[src/rtl/npu_bus_pkg.sv]
// Shared types for the NPU register-bus master: command opcodes, target selects, FSM states.
package npu_bus_pkg;

    localparam int unsigned SEL_W = 3;

    typedef enum logic [2:0] {
        POLL_VALID = 3'd0,
        WR_IMG     = 3'd1,
        WR_W       = 3'd2,
        WR_FCN     = 3'd3,
        WR_CTRL    = 3'd4,
        RD_DONE    = 3'd5,
        RD_RESULT  = 3'd6,
        RD_VALID   = 3'd7
    } op_e;

    localparam logic [SEL_W-1:0] SEL_IMG    = 3'd1;
    localparam logic [SEL_W-1:0] SEL_W_REG  = 3'd2;
    localparam logic [SEL_W-1:0] SEL_FCN    = 3'd3;
    localparam logic [SEL_W-1:0] SEL_CTRL   = 3'd4;
    localparam logic [SEL_W-1:0] SEL_DONE   = 3'd5;
    localparam logic [SEL_W-1:0] SEL_RESULT = 3'd6;
    localparam logic [SEL_W-1:0] SEL_VALID  = 3'd7;

    typedef enum logic [2:0] {
        IDLE    = 3'd0,
        WR      = 3'd1,
        GAP     = 3'd2,
        RD      = 3'd3,
        RD_DATA = 3'd4,
        RSP     = 3'd5
    } state_e;

    function automatic logic is_write(input op_e op);
        return (op == WR_IMG) || (op == WR_W) || (op == WR_FCN) || (op == WR_CTRL);
    endfunction

    function automatic logic is_read(input op_e op);
        return (op == RD_DONE) || (op == RD_RESULT) || (op == RD_VALID) || (op == POLL_VALID);
    endfunction

    // Polling always targets the valid register; every other op encodes its own select.
    function automatic logic [SEL_W-1:0] sel_of(input op_e op);
        return (op == POLL_VALID) ? SEL_VALID : SEL_W'(op);
    endfunction

endpackage

[src/rtl/npu_bus_master.sv]
// Command-to-NPU-register-bus master: single-cycle writes, two-cycle reads, optional valid polling.
// Define NPU_BUS_TIMEOUT_EN to bound POLL_VALID at POLL_MAX unsuccessful reads (flagged by rsp_err).
module npu_bus_master
    import npu_bus_pkg::*;
#(
    parameter int unsigned POLL_MAX = 255,
    parameter int unsigned SEL_LSB  = 12
) (
    input  logic        clk,
    input  logic        rst,
    input  logic        req_valid,
    output logic        req_ready,
    input  op_e         req_op,
    input  logic [31:0] req_data,
    output logic        rsp_valid,
    input  logic        rsp_ready,
    output logic [31:0] rsp_data,
    output logic        rsp_err,
    output logic        ena,
    output logic        wea,
    output logic [15:0] addra,
    output logic [31:0] dina,
    input  logic [31:0] douta
);

    localparam int unsigned ADDR_W = 16;
    localparam int unsigned DATA_W = 32;
    localparam int unsigned CNT_W  = 8;

    state_e              state, state_d;
    op_e                 op_q, op_d;
    logic [CNT_W-1:0]    poll_cnt, poll_cnt_d;
    logic [SEL_W-1:0]    sel_d;
    logic                ena_d, wea_d, ready_d, rsp_valid_d, rsp_err_d;
    logic [ADDR_W-1:0]   addra_d;
    logic [DATA_W-1:0]   dina_d, rsp_data_d;
    logic                poll_timeout;

`ifdef NPU_BUS_TIMEOUT_EN
    assign poll_timeout = (poll_cnt == CNT_W'(POLL_MAX - 1));
`else
    assign poll_timeout = 1'b0;
`endif

    // Next state plus next value of every registered output, derived from the next state.
    always_comb begin
        state_d    = state;
        op_d       = op_q;
        poll_cnt_d = poll_cnt;
        rsp_data_d = rsp_data;
        rsp_err_d  = rsp_err;

        case (state)
            IDLE: begin
                if (req_valid) begin
                    op_d       = req_op;
                    poll_cnt_d = '0;
                    rsp_err_d  = 1'b0;
                    if (is_write(req_op)) begin
                        state_d = WR;
                    end else if (is_read(req_op)) begin
                        state_d = RD;
                    end
                end
            end
            WR:      state_d = (op_q == WR_CTRL) ? GAP : IDLE;
            GAP:     state_d = IDLE;
            RD:      state_d = RD_DATA;
            RD_DATA: begin
                rsp_data_d = douta;
                if (op_q != POLL_VALID || douta[0]) begin
                    state_d   = RSP;
                    rsp_err_d = 1'b0;
                end else if (poll_timeout) begin
                    state_d   = RSP;
                    rsp_err_d = 1'b1;
                end else begin
                    state_d    = RD;
                    poll_cnt_d = (poll_cnt == CNT_W'(POLL_MAX)) ? poll_cnt : poll_cnt + CNT_W'(1);
                end
            end
            RSP: begin
                if (rsp_ready) begin
                    state_d = IDLE;
                end
            end
            default: state_d = IDLE;
        endcase

        sel_d       = sel_of(op_d);
        ena_d       = (state_d == WR) || (state_d == RD);
        wea_d       = (state_d == WR);
        addra_d     = ena_d ? (ADDR_W'(sel_d) << SEL_LSB) : '0;
        // WR is only ever entered straight from IDLE, so req_data is the accepted payload.
        dina_d      = wea_d ? req_data : '0;
        ready_d     = (state_d == IDLE);
        rsp_valid_d = (state_d == RSP);
    end

    // State and output registers; reset abandons any transaction in flight.
    always_ff @(posedge clk or posedge rst) begin
        if (rst) begin
            state     <= IDLE;
            op_q      <= POLL_VALID;
            poll_cnt  <= '0;
            ena       <= 1'b0;
            wea       <= 1'b0;
            addra     <= '0;
            dina      <= '0;
            req_ready <= 1'b1;
            rsp_valid <= 1'b0;
            rsp_data  <= '0;
            rsp_err   <= 1'b0;
        end else begin
            state     <= state_d;
            op_q      <= op_d;
            poll_cnt  <= poll_cnt_d;
            ena       <= ena_d;
            wea       <= wea_d;
            addra     <= addra_d;
            dina      <= dina_d;
            req_ready <= ready_d;
            rsp_valid <= rsp_valid_d;
            rsp_data  <= rsp_data_d;
            rsp_err   <= rsp_err_d;
        end
    end

endmodule
[config.mk]
export PLATFORM = sky130hd
export DESIGN_NAME = npu_bus_master
export DESIGN_NICKNAME = d
export VERILOG_FILES = /design/src/rtl/npu_bus_pkg.sv /design/src/rtl/npu_bus_master.sv
export SDC_FILE = /design/constraint.sdc
export NUM_CORES = 1
export LEC_CHECK = 0
export ABC_AREA = 1
export CORE_MARGIN = 3
export CORE_UTILIZATION = 40
export CTS_CLUSTER_DIAMETER = 200
export DETAILED_ROUTE_END_ITERATION = 16
export GPL_TIMING_DRIVEN = 1
export PLACE_DENSITY_LB_ADDON = 0.15
export SYNTH_ARGS = -nofsm -noshare
export SYNTH_HDL_FRONTEND = slang
export SYNTH_SLANG_ARGS = --single-unit
[constraint.sdc]
create_clock -name clk -period 5.4 [get_ports clk]
set_clock_uncertainty 0.15 [all_clocks]
set_input_delay 0.54 -clock clk [delete_from_list [all_inputs] [get_ports clk]]
set_output_delay 0.54 -clock clk [all_outputs]
set_load 0.02 [all_outputs]
==> flow_summary.json, run 1 <==
{
  "crit_path_max_fanout": 1,
  "cts_hold_buffers": 0,
  "gp_congestion": 0.8703,
  "viasPerCell": 4.209,
  "wirelength_um": 6998,
  "grt_usage_pct": 17.08,
  "crit_type": "register to output pin",
  "cp.required_ns": 4.71,
  "yosysWarningCount": 0,
  "drtAntennaViolNets": 0,
  "n_fill_cell": 658,
  "seqCellArea_sq_mm": 0.001928,
  "die-height_um": 92.79,
  "die_w_um": 92.79,
  "ys_ff_latch": 77,
  "post-route-min-period_ns": 2.179,
  "seq_area_frac_synth_pct": 64.00,
  "holdWs_ns": 0.3225,
  "num_vias": 2420,
  "grt_pass1_wl_um": 11440,
  "end_kind": "output pin",
  "max_clock_freq_ghz": 0.4590,
  "seq_power_share_pct": 34.8,
  "power_leakage_nw": 2.425,
  "cpMaxStageDelayCell": "clkdlybuf4s50_1",
  "synthTopCellsByArea": "dfrtp_1, nand2_1, inv_1",
  "pwr-share-clk_pct": 20.0,
  "cts_resized": 0,
  "cts_setup_buffers": 0,
  "overflow": 0,
  "synth_top_family_by_area": "simple AND/OR/NAND/NOR gates",
  "netlist-cell-type-count": 17,
  "diodes": 0,
  "crit_family": "buffers and inverters",
  "core_sq_mm": 0.007292,
  "max_cap_violations": 0,
  "relSlewSlack_pct": 36.71,
  "p_per_area_mw_per_mm2": 553.6,
  "first_pass_iters": 4,
  "drtIter0Drc": 50,
  "synthesis.area_sq_mm": 0.003013,
  "cts_made_buffers": 9,
  "power.switching_mw": 0.9595,
  "synth-compound-area-share_pct": 0.9967,
  "antenna_found_initial": 0,
  "p_sw_share_pct": 36.89,
  "power_mw": 2.601,
  "maxSlewViolCount": 0,
  "row_count": 31,
  "syn2layout_area_growth_pct": 55.94,
  "cp.arrival_ns": 1.49,
  "dieArea_sq_mm": 0.008610,
  "vdd_drop_max_mv": 0.2030,
  "synth_simple_gate_area_share_pct": 23.17,
  "path_clk_slew_ns": 0.07,
  "clock-sinks": 77,
  "finalCritPeriodShare_pct": 40.35,
  "grt_pass1_vias": 2373,
  "nets": 543,
  "route.detailed.drc": 0,
  "rsz0062_at_grt": "no",
  "drive_gt1_share_pct": 7.773,
  "crit_chain": "clkdlybuf4s50_1",
  "worstPathBufferInverterCount": 1,
  "syn_inst": 328,
  "yosys.area.top_type": "dfrtp_1",
  "cts-root-buf": "clkbuf_8",
  "avgSynthCellArea_sq_um": 9.186,
  "finalSetupViolations": 0,
  "final_core_util_pct": 64.43,
  "wire_per_inst_um": 12.17,
  "cts_tree": "built",
  "io_pins": 156,
  "synth_mux_area_share_pct": 0,
  "startpoint_type": "register",
  "multi_input_area_sq_um": 780.7,
  "cts_buffer_depth": 2,
  "hold_class": "register to register",
  "intPower_mw": 1.641,
  "clkLatencyLatePin_ns": 0.33,
  "grt_max_degree": 78,
  "netlist.area_leader.share_pct": 63.12,
  "place_hpwl_um": 5187,
  "max_stage_delay_ns": 0.64,
  "run_status": "complete, no violations",
  "worst_pin_slew_ns": 0.9494,
  "hold_violations": 0,
  "finalSetupTns_ns": 0,
  "portBuffers": 141,
  "start_util_pct": 41.32,
  "p_comb_share_pct": 45.2,
  "htreeDepth": 3,
  "synthXorXnorAreaFrac_pct": 0,
  "synth-adder-area-share_pct": 0
}
==> path summary, 6_finish.rpt <==
kind                            slack, ns      endpoint         from  cells past startpoint
worst max-delay path                 3.22     req_ready    req_ready                      1
worst min-delay path                 0.32   rsp_data[9]  rsp_data[9]                      2
worst max register to register       3.31  rsp_data[11]     state[0]                      7
worst min register to register       0.32   rsp_data[9]  rsp_data[9]                      2
max in group asynchronous            3.81  rsp_data[31]          rst                      3
min in group asynchronous            0.67  rsp_data[10]          rst                      3
==> layout by cell type, fill, tap and decap left out <==
master,synthesis,layout
nand2_2,1,1
nand2_1,114,114
buf_4,14,2
inv_2,2,2
clkbuf_8,0,11
nor2_2,13,13
clkinv_2,0,2
inv_1,49,48
nor2_1,32,32
a21oi_1,4,4
o21ai_0,2,2
clkdlybuf4s50_1,0,141
dfrtp_1,76,76
nand3_1,8,8
nand2_4,1,1
dfstp_2,1,1
bufinv_16,0,3
conb_1,1,14
nor2_4,1,1
==> registers in the layout, indices dropped and copies added, names as in the netlist <==
register and count:
dina 32, addra 3, state 3, rsp_data 32, req_ready 1, wea 1, ena 1, rsp_valid 1
op_q 3
==> layer usage <==
metal,GRT usage (%),routed length [um],part of all wire [%],vias to the layer above
met5,0,0,0,-
met4,8.059,129,1.8,0
met3,7.392,815,12,10
met2,26.15,3275,47,103
met1,20.71,2777,40,1103
li1,-,-,-,1204
==> power by group through the flow <==
stage	Combinational [mW]	Sequential [mW]	Clock, mW
finish	1.18	0.904	0.520
global route	1.29	0.933	0.566
CTS	1.20	0.907	0.540
detailed placement	1.19	0.917	0
global placement	1.17	0.907	0
floorplan	0.402	1.17	0
==> synthesized netlist by cell type (all sizes together) <==
master  count
conb        1
a21oi       4
buf        17
inv        51
nand3       8
nand2     116
clkbuf      6
dfstp       1
dfrtp      76
o21ai       2
nor2       46
==> per-stage QoR <==
step                      area [sq um]  cells  worst slack [ns]
after floorplan                   3062    341             2.745
after global placement            4452    560             3.126
after detailed placement          4452    560             3.017
after CTS                         4698    575             3.195
after global routing              4698    575             2.999
final                             4698    575             3.221
==> area by class of cell <==
type                       count  share of cell area (%)
sequential                    77                   41.04
clock inverter                 4                   2.024
tap                           99                   2.636
clock buffer                  11                   3.222
multi-input combinational    190                   16.62
inverter                      51                   4.101
timing repair buffer         143                   30.36
==> cell families (layout without fill, tap and decap cells) <==
logic type	after synthesis	in the layout
and+or+nand+nor	170	170
AOI/OAI and AO/OA	6	6
other	1	14
DFF	77	77
buffers and inverters	74	209
No activity file was read; power rests on OpenSTA's default activity.
==> inputs of run 2 (changes only) <==
- CORE_UTILIZATION: 40 -> 39
- clock period: 5.4 -> 2.3 ns (I/O delays scaled with it)
==> flow_summary.json, run 2 (synthesis gave the netlist of run 1 again) <==
{
  "startpoint_type": "register",
  "die_w_um": 93.90,
  "finalCritPeriodShare_pct": 80.09,
  "finalSetupViolations": 0,
  "nets": 545,
  "run_status": "complete, no violations",
  "syn2layout_area_growth_pct": 53.78,
  "grt_pass1_vias": 2290,
  "first_pass_iters": 4,
  "dieArea_sq_mm": 0.008816,
  "cts_buffer_depth": 2,
  "n_fill_cell": 635,
  "wirelength_um": 6723,
  "post-route-min-period_ns": 1.842,
  "reg_top3": "dina: 32 flops, rsp_data: 32 flops",
  "end_kind": "output pin",
  "route.detailed.drc": 0,
  "worstPathBufferInverterCount": 1,
  "power_leakage_nw": 2.393,
  "reg2reg_slack_ns": 0.51,
  "crit_chain": "clkdlybuf4s50_1",
  "cts_hold_buffers": 0,
  "maxSlewViolCount": 0,
  "hold_class": "input pin to asynchronous set/reset pin",
  "io_pins": 156,
  "cts_tree": "built",
  "relSlewSlack_pct": 36.17,
  "max_clock_freq_ghz": 0.5429,
  "vdd_drop_max_mv": 0.5154,
  "cts_made_buffers": 9,
  "finalSetupTns_ns": 0,
  "rsz0062_at_grt": "no",
  "gp_congestion": 0.8546,
  "drive_gt1_share_pct": 7.724,
  "worst_pin_slew_ns": 0.9565,
  "start_util_pct": 40.88,
  "mostFrequentLayoutCell": "clkdlybuf4s50_1",
  "core_sq_mm": 0.007370,
  "row_count": 31,
  "viasPerCell": 4.187,
  "drtAntennaViolNets": 0,
  "place_hpwl_um": 4991,
  "grt_usage_pct": 15.49,
  "antenna_found_initial": 0,
  "hold_violations": 0,
  "p_per_area_mw_per_mm2": 1238,
  "overflow": 0,
  "crit_path_max_fanout": 1,
  "setup_ws_ns": 0.4579,
  "placed_cell_area_sq_mm": 0.004469,
  "wire_per_inst_um": 11.63,
  "pre_cts_ws_ns": 0.2433,
  "cpMaxStageDelayCell": "clkdlybuf4s50_1",
  "cts-root-buf": "clkbuf_8",
  "grt_pass1_wl_um": 10560,
  "cp.arrival_ns": 1.46,
  "fin_area_sq_mm": 0.004633,
  "max_stage_delay_ns": 0.62,
  "die-height_um": 93.90,
  "portBuffers": 141,
  "num_vias": 2420,
  "drtIter0Drc": 59,
  "final_cell_mix": "clkdlybuf4s50_1, nand2_1, dfrtp_1",
  "max_cap_violations": 0,
  "crit_type": "register to output pin",
  "grt_max_degree": 41,
  "diodes": 0,
  "htreeDepth": 3,
  "cts_resized": 0,
  "path_clk_slew_ns": 0.07,
  "cts_setup_buffers": 0,
  "cp.required_ns": 1.92,
  "crit_family": "buffers and inverters",
  "clkLatencyLatePin_ns": 0.33,
  "clock-sinks": 77
}
[run 2: changes by cell type in the layout (fill, tap and decap cells not counted)]
| cell | change |
|---|---|
| bufinv_16 | -3 |
| clkinv_2 | +1 |
| clkbuf_8 | -1 |
| clkbuf_1 | +3 |
| buf_4 | +2 |
| clkinvlp_4 | +1 |
[run 2: path summary, 6_finish.rpt]
kind / startpoint / to / cells past startpoint
worst max-delay path: req_ready / req_ready / 1
worst min-delay path: rst / dina[28] / 3
min in group clk: req_data[0] / dina[0] / 3
max in group asynchronous: rst / rsp_data[25] / 3
worst max register to register: state[1] / dina[31] / 7
worst min register to register: rsp_data[3] / rsp_data[3] / 2
[run 2: per-stage QoR]
step	total power, mW	hold slack, ns	std cells	util [%]
2_1_floorplan	3.688	0.1862	341	-
3_3_place_gp	4.891	0.3029	562	60.65
5_1_grt	6.145	0.2538	578	62.87
4_1_cts	5.819	0.2314	578	62.87
3_5_place_dp	4.947	0.3092	562	60.65
6_report	5.738	0.2276	578	62.87
[run 2: where the power goes]
group / switching, mW / internal (mW) / leakage (nW)
Clock: 0.441 / 0.418 / 0.0872
Sequential: 0.227 / 1.89 / 0.988
Combinational: 1.56 / 1.20 / 1.32
Total: 2.23 / 3.51 / 2.39
[run 2: cell type report]
type                    instances  area [sq um]  share of cell area [%]
clock buffers                  13         148.9                   3.214
clock inverters                 3         15.01                  0.3241
inverters                      51         195.2                   4.213
multi-input cells             190         780.7                   16.85
flip-flops and latches         77          1928                   41.61
well taps                      99         123.9                   2.674
repair buffers                145          1441                   31.11
[run 2: metal layers]
| layer | vias to the layer above | share of wire, % | wire length, um | global-route usage (%) |
|---|---|---|---|---|
| met5 | - | 0 | 0 | 0 |
| met4 | 0 | 1.3 | 87 | 6.498 |
| met3 | 9 | 12 | 789 | 7.131 |
| met2 | 94 | 47 | 3187 | 24.66 |
| met1 | 1104 | 40 | 2658 | 18.01 |
| li1 | 1213 | - | - | - |
==> RTL edit: new RTL, config.mk and constraints of run 1 <==
Add a define of `NPU_BUS_TIMEOUT_EN`.
--- a/src/rtl/npu_bus_master.sv
+++ b/src/rtl/npu_bus_master.sv
@@ -1,4 +1,6 @@
 // Command-to-NPU-register-bus master: single-cycle writes, two-cycle reads, optional valid polling.
 // Define NPU_BUS_TIMEOUT_EN to bound POLL_VALID at POLL_MAX unsuccessful reads (flagged by rsp_err).
+`define NPU_BUS_TIMEOUT_EN
+
 module npu_bus_master
     import npu_bus_pkg::*;
Behaviour: no difference found for any inputs over 10 cycles, from zero or initial values and one cycle with rst high; that may be too few to reach the edited logic, so the function may still have changed.
==> RTL edit against run 1 <==
- total power up 12%
- highest routed layer unchanged
- register-to-register slack got worse by 0.51 ns
- largest power group unchanged
- via count increased by 27%
- area after synthesis up 27%
- clock power is 4.6% higher
- cell count rose by 21%
- sequential power increased by 12%
- setup slack worse by 0.42 ns
- routed wire length rose by 25%
- cell area increased by 17%
- first-iteration DRC count increased by 78%
- sequential cell count is 9 higher
==> RTL edit: results <==
run_status:
  status: "finished, final reports clean"
global_route:
  use_met2_pct: 27.94
  grt_pass1_wl_um: 14650
  antenna_found_initial: 0
  use_met3_pct: 6.542
  grt_usage_pct: 16.51
  met1_usage_pct: 19.38
  first_global_vias: 3106
  grt_start_max_net_pins: 46
logic_synthesis:
  ys_seq_area_share_pct: 56.43
  ys_top_cells_by_count: "156 x nand2_1, 85 x dfrtp_1, 53 x inv_1"
  ys_types: 29
  ys_top_cells_by_area: "dfrtp_1 56%, nand2_1 15%, nor3_2 7.3%"
  ys.flop_type: "dfrtp_1"
cts:
  htreeDepth: 3
  post_cts_buffers: 0
sta:
  finalSetupTns_ns: 0
  final-setup-viol-count: 0
  slew_headroom_pct: 50.13
place:
  port_buffers: 142
  gp_congestion: 0.8155
  placed_cell_area_um2: 5261
  dp_hpwl_um: 6416
power:
  power.internal_mw: 1.767
  p_leak_nw: 2.725
  sequentialPower_mw: 1.01
  p_clk_uw: 544
  peakVddDrop_v: 0.0002027
detailed_routing:
  wire_per_inst_um: 12.65
  post_drt_via_cell_ratio: 4.412
  first_iter_violations: 89
  post-route-drc-count: 0
worst_setup_path:
  cp_top_family: "simple AND/OR/NAND/NOR gates"
  crit_fanout: 43
  max_stage_delay_ns: 0.47
  critPathArrivalTime_ns: 2.69
  reg2reg_from: "state[1]"
  slowest_stage: "dfrtp_1"
worst_hold_path:
  min-delay-start: "rsp_data[27]"
run:
  maxCapViolations: 0
layout:
  reg_top3: "dina (32), rsp_data (32), poll_cnt (8)"
  nets: 633
  drive_gt1_share_pct: 11.68
[RTL edit: changes by cell type after synthesis, moves of 3 or more]
cell / before / now
nand2_1: 114 / 156
nor3_2: 0 / 28
nor2_1: 32 / 20
dfrtp_1: 76 / 85
nor2_2: 13 / 4
nor3_1: 0 / 7
inv_1: 49 / 53
nand2_2: 1 / 5
buf_6: 3 / 6
[RTL edit: path summary, 6_finish.rpt]
path / end / slack [ns] / depth (start not counted)
worst max register to register: dina[31] / 2.80 / 6
worst min register to register: rsp_data[27] / 0.33 / 2
min in group asynchronous: dina[7] / 0.48 / 2
worst min-delay path: rsp_data[27] / 0.33 / 2
worst max-delay path: dina[31] / 2.80 / 6
max in group asynchronous: rsp_err / 3.63 / 3
[RTL edit: per-layer routing]
layer  vias to the layer above  routed length [um]
met3                         9                 776
met5                         -                   0
li1                       1515                   -
met1                      1452                3480
met4                         0                 118
met2                        86                4405
[RTL edit: area by class of cell]
type                       instances  area (um^2)
inverter                          57        215.2
fill                             833         3731
timing repair buffer             143         1429
clock buffer                      11        141.4
multi-input combinational        263         1303
tap                              129        161.4
sequential                        86         2153
clock inverter                     5        106.4
[RTL edit: kinds of logic after synthesis]
logic type	synth area share, %
AND/OR/NAND/NOR	30.13
flip-flops	56.43
buffers and inverters	10.62
AO/OA/AOI/OAI	1.836
adder cells (fa/ha/maj)	0.6556
XOR/XNOR	0.2296
other	0.09827
[RTL edit: through the flow]
stage	worst slack, ns	cells	power [mW]	util (%)	hold slack, ns
after floorplan	2.490	432	1.847	-	0.3354
after global placement	2.883	678	2.382	56.94	0.3114
after detailed placement	2.743	678	2.413	56.94	0.3172
after CTS	2.739	694	2.966	59.62	0.3390
after global routing	2.576	694	3.123	59.62	0.3566
final	2.800	694	2.924	59.62	0.3347
